===== src/rtl/cic_ctrl_pkg.sv =====
// Shared types and constants for the CIC decimation-rate controller.
// Used by cic_rate_ctrl and cic_dec_counter.
package cic_ctrl_pkg;

   localparam int CFG_W = 8;

   typedef enum logic [1:0] {
      ST_RUN    = 2'd0,
      ST_ALIGN  = 2'd1,
      ST_FLUSH  = 2'd2,
      ST_SETTLE = 2'd3
   } state_t;

   // Flush must outlast the M-deep integrator/comb pipeline plus its two register stages.
   function automatic int flush_len(input int m);
      return m + 2;
   endfunction

endpackage


===== src/rtl/cic_dec_counter.sv =====
// Decimation phase counter: counts 0..2^log2r-1 and pulses dec_strobe on the last phase.
// While hold is high the counter is parked at 0 and no strobe is issued.
module cic_dec_counter
   import cic_ctrl_pkg::*;
#(
   parameter int MAX_LOG2R = 10
) (
   input  logic             clk,
   input  logic             rst,
   input  logic             hold,
   input  logic [CFG_W-1:0] log2r,
   output logic             dec_strobe
);

   localparam logic [MAX_LOG2R-1:0] CNT_ONE = 1;

   logic [MAX_LOG2R-1:0] cnt_reg;
   logic [MAX_LOG2R-1:0] cnt_next;
   logic [MAX_LOG2R-1:0] term_cnt;

   // R-1 as a mask of log2r low ones; log2r == MAX_LOG2R yields all ones.
   assign term_cnt   = ~({MAX_LOG2R{1'b1}} << log2r);
   assign dec_strobe = !hold && (cnt_reg == term_cnt);

   always_comb begin
      cnt_next = cnt_reg + CNT_ONE;
      if (hold || (cnt_reg == term_cnt)) begin
         cnt_next = '0;
      end
   end

   always_ff @(posedge clk) begin
      if (rst) begin
         cnt_reg <= '0;
      end else begin
         cnt_reg <= cnt_next;
      end
   end

endmodule


===== src/rtl/cic_rate_ctrl.sv =====
// Run-time decimation-ratio controller for an M-stage CIC decimator: aligns a rate change
// to a strobe boundary, flushes the datapath, then gates output until it has settled.
// Optional CIC_RATE_CTRL_STATUS_EN adds the reconfig_cnt status counter.
module cic_rate_ctrl
   import cic_ctrl_pkg::*;
#(
   parameter int M             = 2,
   parameter int MAX_LOG2R     = 10,
   parameter int DEFAULT_LOG2R = 5
) (
   input  logic             clk,
   input  logic             rst,
   input  logic [CFG_W-1:0] cfg_tdata,
   input  logic             cfg_tvalid,
   output logic             cfg_tready,
   output logic             dec_strobe,
   output logic             cic_flush,
   output logic [CFG_W-1:0] shift_amt,
   output logic [CFG_W-1:0] cur_log2r,
   output logic             out_gate,
   output logic             err_range
`ifdef CIC_RATE_CTRL_STATUS_EN
   ,
   output logic [15:0]      reconfig_cnt
`endif
);

   localparam logic [CFG_W-1:0] PHASE_ONE   = 1;
   localparam logic [CFG_W-1:0] FLUSH_LAST  = CFG_W'(flush_len(M) - 1);
   localparam logic [CFG_W-1:0] SETTLE_LAST = CFG_W'(M);
   localparam logic [CFG_W-1:0] LOG2R_MAX   = CFG_W'(MAX_LOG2R);
   localparam logic [CFG_W-1:0] LOG2R_RST   = CFG_W'(DEFAULT_LOG2R);
   localparam logic [CFG_W-1:0] SHIFT_RST   = CFG_W'(M * DEFAULT_LOG2R);

   state_t           state_reg;
   state_t           state_next;
   logic [CFG_W-1:0] cur_log2r_reg;
   logic [CFG_W-1:0] pend_log2r_reg;
   logic [CFG_W-1:0] shift_amt_reg;
   logic [CFG_W-1:0] phase_cnt_reg;
   logic             err_range_reg;
   logic             req_fire;
   logic             req_bad;

   assign req_fire = (state_reg == ST_RUN) && cfg_tvalid;
   assign req_bad  = (cfg_tdata == '0) || (cfg_tdata > LOG2R_MAX);

   cic_dec_counter #(
      .MAX_LOG2R (MAX_LOG2R)
   ) u_dec_counter (
      .clk        (clk),
      .rst        (rst),
      .hold       (state_reg == ST_FLUSH),
      .log2r      (cur_log2r_reg),
      .dec_strobe (dec_strobe)
   );

   always_comb begin
      state_next = state_reg;
      case (state_reg)
         ST_RUN: begin
            if (req_fire && !req_bad && (cfg_tdata != cur_log2r_reg)) begin
               state_next = ST_ALIGN;
            end
         end
         ST_ALIGN: begin
            if (dec_strobe) begin
               state_next = ST_FLUSH;
            end
         end
         ST_FLUSH: begin
            if (phase_cnt_reg == FLUSH_LAST) begin
               state_next = ST_SETTLE;
            end
         end
         ST_SETTLE: begin
            if (dec_strobe && (phase_cnt_reg == SETTLE_LAST)) begin
               state_next = ST_RUN;
            end
         end
         default: state_next = ST_SETTLE;
      endcase
   end

   always_ff @(posedge clk) begin
      if (rst) begin
         state_reg      <= ST_SETTLE;
         cur_log2r_reg  <= LOG2R_RST;
         pend_log2r_reg <= '0;
         shift_amt_reg  <= SHIFT_RST;
         phase_cnt_reg  <= '0;
         err_range_reg  <= 1'b0;
      end else begin
         state_reg <= state_next;
         if (req_fire && req_bad) begin
            err_range_reg <= 1'b1;
         end
         if ((state_reg == ST_RUN) && (state_next == ST_ALIGN)) begin
            pend_log2r_reg <= cfg_tdata;
         end
         // New ratio and its gain compensation take effect together with the flush.
         if ((state_reg == ST_ALIGN) && (state_next == ST_FLUSH)) begin
            cur_log2r_reg <= pend_log2r_reg;
            shift_amt_reg <= CFG_W'(M * int'(pend_log2r_reg));
         end
         // Phase counter is shared: flush cycles in FLUSH, strobes seen in SETTLE.
         if (state_next != state_reg) begin
            phase_cnt_reg <= '0;
         end else if ((state_reg == ST_FLUSH) || ((state_reg == ST_SETTLE) && dec_strobe)) begin
            phase_cnt_reg <= phase_cnt_reg + PHASE_ONE;
         end
      end
   end

   assign cfg_tready = (state_reg == ST_RUN);
   assign cic_flush  = (state_reg == ST_FLUSH);
   assign out_gate   = (state_reg == ST_RUN) || (state_reg == ST_ALIGN);
   assign cur_log2r  = cur_log2r_reg;
   assign shift_amt  = shift_amt_reg;
   assign err_range  = err_range_reg;

`ifdef CIC_RATE_CTRL_STATUS_EN
   logic        flushed_reg;
   logic [15:0] reconfig_cnt_reg;

   // Only a settle that follows a flush is a reconfiguration; the post-reset settle is not.
   always_ff @(posedge clk) begin
      if (rst) begin
         flushed_reg      <= 1'b0;
         reconfig_cnt_reg <= '0;
      end else if (state_reg == ST_FLUSH) begin
         flushed_reg <= 1'b1;
      end else if ((state_reg == ST_SETTLE) && (state_next == ST_RUN)) begin
         flushed_reg <= 1'b0;
         if (flushed_reg && (reconfig_cnt_reg != 16'hFFFF)) begin
            reconfig_cnt_reg <= reconfig_cnt_reg + 16'd1;
         end
      end
   end

   assign reconfig_cnt = reconfig_cnt_reg;
`endif

endmodule


===== config.mk =====
export PLATFORM = sky130hd
export DESIGN_NAME = cic_rate_ctrl
export DESIGN_NICKNAME = d
export VERILOG_FILES = /design/src/rtl/cic_ctrl_pkg.sv /design/src/rtl/cic_dec_counter.sv /design/src/rtl/cic_rate_ctrl.sv
export SDC_FILE = /design/constraint.sdc
export NUM_CORES = 1
export LEC_CHECK = 0
export BUFFER_PORTS_ARGS = -buffer_cell sky130_fd_sc_hd__buf_4
export CAP_MARGIN = 20
export CORE_ASPECT_RATIO = 1.1
export CORE_UTILIZATION = 45
export CTS_BUF_LIST = sky130_fd_sc_hd__clkbuf_2
export DETAILED_ROUTE_END_ITERATION = 10
export HOLD_SLACK_MARGIN = 0.1
export PLACE_DENSITY = 0.66
export SETUP_SLACK_MARGIN = 0.3
export SLEW_MARGIN = 20
export SYNTH_ARGS = -nofsm -noshare
export SYNTH_HDL_FRONTEND = slang
export SYNTH_SLANG_ARGS = --single-unit

===== constraint.sdc =====
create_clock -name clk -period 4.45 [get_ports clk]
set_clock_uncertainty 0.1 [all_clocks]
set_input_delay 1.1125 -clock clk [delete_from_list [all_inputs] [get_ports clk]]
set_output_delay 1.1125 -clock clk [all_outputs]
set_load 0.01 [all_outputs]

Yosys cells after proc, flatten, opt, wreduce, memory -nomap -nowiden
Index checks and enable logic that the tools add are counted.
{"block": "op_classes", "addsub": 2, "n_bitwise": 1, "shift": 1, "n_mux": 5, "n_lt_le_gt_ge": 1, "n_eq_ne": 10, "n_reduce_logical": 19}
{"operator": "equality test 8 x 2 -> 1 bit (second input constant)", "count": 2}
{"operator": "adder 10 x 1 -> 10 bit (second input constant)", "count": 1}
{"operator": "equality test 10 bit", "count": 1}
{"operator": "NOT 10 bit", "count": 1}
{"operator": "<< shifter 10 x 8 -> 10 bit (first input constant)", "count": 1}
{"operator": "logical AND 1 bit", "count": 9}
{"operator": "adder 8 x 1 -> 8 bit (second input constant)", "count": 1}
{"operator": "> comparator 8 x 4 -> 1 bit (second input constant)", "count": 1}
{"operator": "logical NOT 8 bit", "count": 1}
{"operator": "two-way mux 2 bit", "count": 4}
{"operator": "inequality test 8 bit", "count": 1}
{"operator": "one-hot mux 2 bit (4 select lines)", "count": 1}
{"operator": "equality test 2 bit (second input constant)", "count": 3}
{"operator": "equality test 2 x 1 -> 1 bit (second input constant)", "count": 2}
{"operator": "logical OR 1 bit", "count": 4}
{"operator": "OR reduction 2 bit", "count": 2}
{"operator": "logical NOT 1 bit", "count": 2}
{"operator": "logical NOT 2 bit", "count": 1}
{"operator": "inequality test 2 bit", "count": 1}
{"block": "totals", "elab_cells": 46, "out_inout_bits": 21, "regBits": 44, "in_bits": 11}

Depth between registers and ports, before layout
{"block": "logic_depth", "word_depth": 9, "ltp_mapped": 10, "depth_no_buf": 7}

By module
Synthesis repeated with hierarchy kept, for this count alone.
{"block": "hier_totals", "cells_unflattened": 241, "hier_area_um2": 2133.3}
{"module": "cic_rate_ctrl", "cells_per_inst": 152, "instances": 1, "seq_area_each_um2": 540.5, "area_each_um2": 1357.6}
{"module": "cic_dec_counter", "cells_per_inst": 89, "instances": 1, "seq_area_each_um2": 200.2, "area_each_um2": 775.7}

Worst setup path after synthesis
OpenSTA, ideal clock, no wires.
{"block": "synth_timing", "path_kind": "register to output", "start": "register cur_log2r_reg[4] (netlist: cur_log2r[4])", "end": "output port dec_strobe", "path_stages_with_launch": 8, "slack_ps": 1138, "arrival_ps": 2099, "t_required_ps": 3238, "path_buffers": 1, "path_cell_list": "dfxtp_1 or4_1 buf_2 or3_1 and4bb_1 a311o_2 nand2_1 nor2_1"}
{"block": "synth_via", "elab_chain_len": 4}
{"item": "from (decl)", "line": "cic_rate_ctrl.sv:37", "source": "logic [CFG_W-1:0] cur_log2r_reg;"}
{"item": "from (signal assigned)", "line": "cic_rate_ctrl.sv:103", "source": "cur_log2r_reg <= pend_log2r_reg;"}
{"item": "<< shifter 10 x 8 -> 10 bit", "line": "cic_dec_counter.sv:22", "source": "assign term_cnt = ~({MAX_LOG2R{1'b1}} << log2r);"}
{"item": "NOT 10 bit", "line": "cic_dec_counter.sv:22"}
{"item": "equality test 10 bit", "line": "cic_dec_counter.sv:23", "source": "assign dec_strobe = !hold && (cnt_reg == term_cnt);"}
{"item": "logical AND 1 bit", "line": "cic_dec_counter.sv:23"}
{"item": "to (decl)", "line": "cic_rate_ctrl.sv:16", "source": "output logic dec_strobe,"}
No other way between the ends.

Final worst setup path
Same ends and word-level chain as after synthesis.

==> results.sh <==
export IMPL_status="complete, no violations"
export IMPL_holdWs_ns=0.360
export IMPL_num_rows=25
export IMPL_hold_buffers=0
export IMPL_grt_pass1_wl_um=6640
export IMPL_cap_viol_max_count=0
export IMPL_cts_root_buf="clkbuf_2"
export IMPL_hold_path_class="reg2reg"
export IMPL_die_area_sq_um=4720
export IMPL_first_pass_iters=4
export IMPL_reg2reg_slack_ns=1.57
export IMPL_cts_buffer_depth=2
export IMPL_vias=1656
export IMPL_routedWlPerCell_um=12.8
export IMPL_slew_limit_headroom_pct=61.3
export IMPL_antenna_found_initial=0
export IMPL_synth_edff_count=0
export IMPL_die_h_um=72.0
export IMPL_crit_start="cur_log2r[4]"
export IMPL_place_gp_congestion=0.802
export IMPL_synth_avg_cell_area_sq_um=8.48
export IMPL_largest_reg_flops=10
export IMPL_arrival_ns=2.72
export IMPL_postSynth_asyncResetShare_pct=0
export IMPL_diodes=0
export IMPL_die_w_um=65.6
export IMPL_finalSetupViolCount=0
export IMPL_crit_fanout=7
export IMPL_period_minus_slack_ns=3.94
export IMPL_grt_overflow_total=0
export IMPL_fin_nets=268
export IMPL_fin_tns_setup_ns=0
export IMPL_hold_viol=0
export IMPL_drt_iter0_drc=40
export IMPL_vias_per_cell=5.36
export IMPL_numCtsBuffers=5
export IMPL_cp_start_kind="flop"
export IMPL_p_leak_nw=0.911
export IMPL_reg2reg_from="cur_log2r[4]"
export IMPL_crit_path_end_kind="output port"
export IMPL_final_max_slew_viol_count=0
export IMPL_coreArea_sq_um=4290
export IMPL_clock_fmax_mhz=254
export IMPL_insertion_delay_ns=0.39
export IMPL_final_antenna_net_count=0
export IMPL_worst_ir_drop_vdd_uv=154
export IMPL_netlist_area_sq_um=2000
export IMPL_grt_usage_pct=18.1
export IMPL_grt_pass1_vias=1461
export IMPL_rsz0062_at_grt="false"
export IMPL_routed_wl_um=3970
export IMPL_pin_count=32
export IMPL_r2r_end="phase_cnt_reg[5]"
export IMPL_drc_errors=0
export IMPL_yosysWarnings=0
export IMPL_htree_levels=2
export IMPL_ys_flop_type="dfxtp_1"
export IMPL_crit_required_ns=3.24
export IMPL_numPortBuffers=30
export IMPL_endpoint="dec_strobe"
export IMPL_start_util_pct=46.7
export IMPL_dp_hpwl_um=2890
export IMPL_syn_nets=250
export IMPL_worstMarginPinSlew_ns=0.578
export IMPL_netlist_cell_type_count=52
export IMPL_grt_max_degree=18
export IMPL_hold_start="err_range"
export IMPL_ys_seq_area_share_pct=37.0
export IMPL_numClockSinks=37
export IMPL_ys_seq_elements=37
export IMPL_powerDensity_nw_per_um2=236
export IMPL_cts_tree="done"
export IMPL_cts_clk_slew_worst_paths_ns=0.18
export IMPL_synthCells=236
export IMPL_crit_type="reg2out"
export IMPL_area_delta_synth_final_pct=11.3
export IMPL_drive_above_1_share_pct=16.9
export IMPL_r2r_cells=7
export IMPL_fin_crit_sh_pct=88.5
synthesized netlist by cell type (2+ instances only):
| cell | number | area share, % |
|---|---|---|
| nor3_1 | 2 | 0.50 |
| o21bai_1 | 2 | 0.75 |
| buf_4 | 8 | 3.0 |
| clkbuf_1 | 7 | 1.3 |
| mux2i_1 | 11 | 5.5 |
| o31ai_1 | 3 | 1.1 |
| or3_1 | 6 | 1.9 |
| a211o_1 | 2 | 0.88 |
| o21ai_0 | 5 | 1.2 |
| nand3_1 | 7 | 1.7 |
| nand2_1 | 16 | 3.0 |
| and2_1 | 6 | 1.9 |
| buf_2 | 2 | 0.50 |
| maj3_1 | 2 | 1.0 |
| a21oi_1 | 8 | 2.0 |
| o211ai_1 | 3 | 1.1 |
| inv_1 | 6 | 1.1 |
| nor2_1 | 35 | 6.6 |
| or4_1 | 5 | 1.9 |
| and3_1 | 3 | 0.94 |
| xor2_1 | 6 | 2.6 |
| nor4_1 | 3 | 0.94 |
| dfxtp_1 | 37 | 37 |
| a211oi_1 | 2 | 0.75 |
| xnor2_1 | 15 | 6.6 |
| nand4_1 | 5 | 1.6 |
| ha_1 | 3 | 1.9 |
| nor2b_1 | 2 | 0.62 |
power breakdown:
| group | internal, mW | switching [mW] | leakage, nW |
|---|---|---|---|
| Clock | 0.0366 | 0.114 | 0.0287 |
| Combinational | 0.0170 | 0.0170 | 0.584 |
| Sequential | 0.335 | 0.00558 | 0.299 |
| Total | 0.389 | 0.137 | 0.911 |
layout make-up:
cell class	count	area [sq um]
Multi-Input combinational cell	174	1130
Clock buffer	5	25.0
Clock inverter	3	17.5
Timing Repair Buffer	30	225
Sequential cell	37	741
Tap cell	54	67.6
Inverter	6	22.5
Fill cell	405	2060
worst min path at each step:
stage,cells after the start,endpoint,slack (ns)
floorplan,1,pend_log2r_reg[4],0.33
global placement,2,err_range,0.34
detailed placement,2,err_range,0.35
CTS,2,err_range,0.37
global route,2,err_range,0.39
finish,2,err_range,0.36
worst max-delay path, stage by stage (launching register included):
cell and delay, ns:
dfxtp_1 0.38, or4_1 0.67, or2_0 0.27, o32ai_1 0.25
and4_2 0.36, nand2_1 0.16, nor2_1 0.12, buf_4 0.13
placed cells by master (no fill, tap or decap), types with 5 or more instances in the layout:
cell type and n:
nand3_1 7, or4_1 5, and2_1 6, or3_1 6
o21ai_0 5, mux2i_1 11, clkbuf_2 5, dfxtp_1 37
nand2_1 16, xnor2_1 15, a21oi_1 8, inv_1 6
xor2_1 6, nand4_1 5, nor2_1 35, buf_4 30
layer usage:
layer	wire, um	up-vias	global-route usage, %
met2	1820	21	29.3
li1	-	858	-
met4	45	0	6.04
met5	0	-	0
met3	110	5	4.40
met1	1990	772	23.4
what timing repair did:
item	4_1_cts	5_1_grt
endpoints found under the setup margin	0	1
endpoints found under the hold margin	0	0
setup buffers	0	0
resized for setup	0	1
per-stage QoR:
| stage | worst slack [ns] | total power, mW | instance area (sq um) | utilization [%] | cells |
|---|---|---|---|---|---|
| 2_1_floorplan | 1.14 | 0.367 | 2000 | - | 236 |
| 3_3_place_gp | 0.933 | 0.381 | 2180 | 50.9 | 301 |
| 3_5_place_dp | 0.889 | 0.381 | 2180 | 50.9 | 301 |
| 4_1_cts | 0.412 | 0.534 | 2230 | 51.9 | 309 |
| 5_1_grt | 0.330 | 0.549 | 2230 | 52.0 | 309 |
| 6_report | 0.513 | 0.526 | 2230 | 52.0 | 309 |
cell families after synthesis:
group / Yosys count / synth area share (%)
DFF: 37 / 37.0
muxes: 11 / 5.50
adders and majority gates: 5 / 2.88
xor gates and xnor gates: 21 / 9.19
AOI/OAI and AO/OA: 39 / 14.1
buffers and inverters: 25 / 6.69
and+or+nand+nor: 97 / 24.5
other: 1 / 0.187
Power figures use the tool's default switching activity.
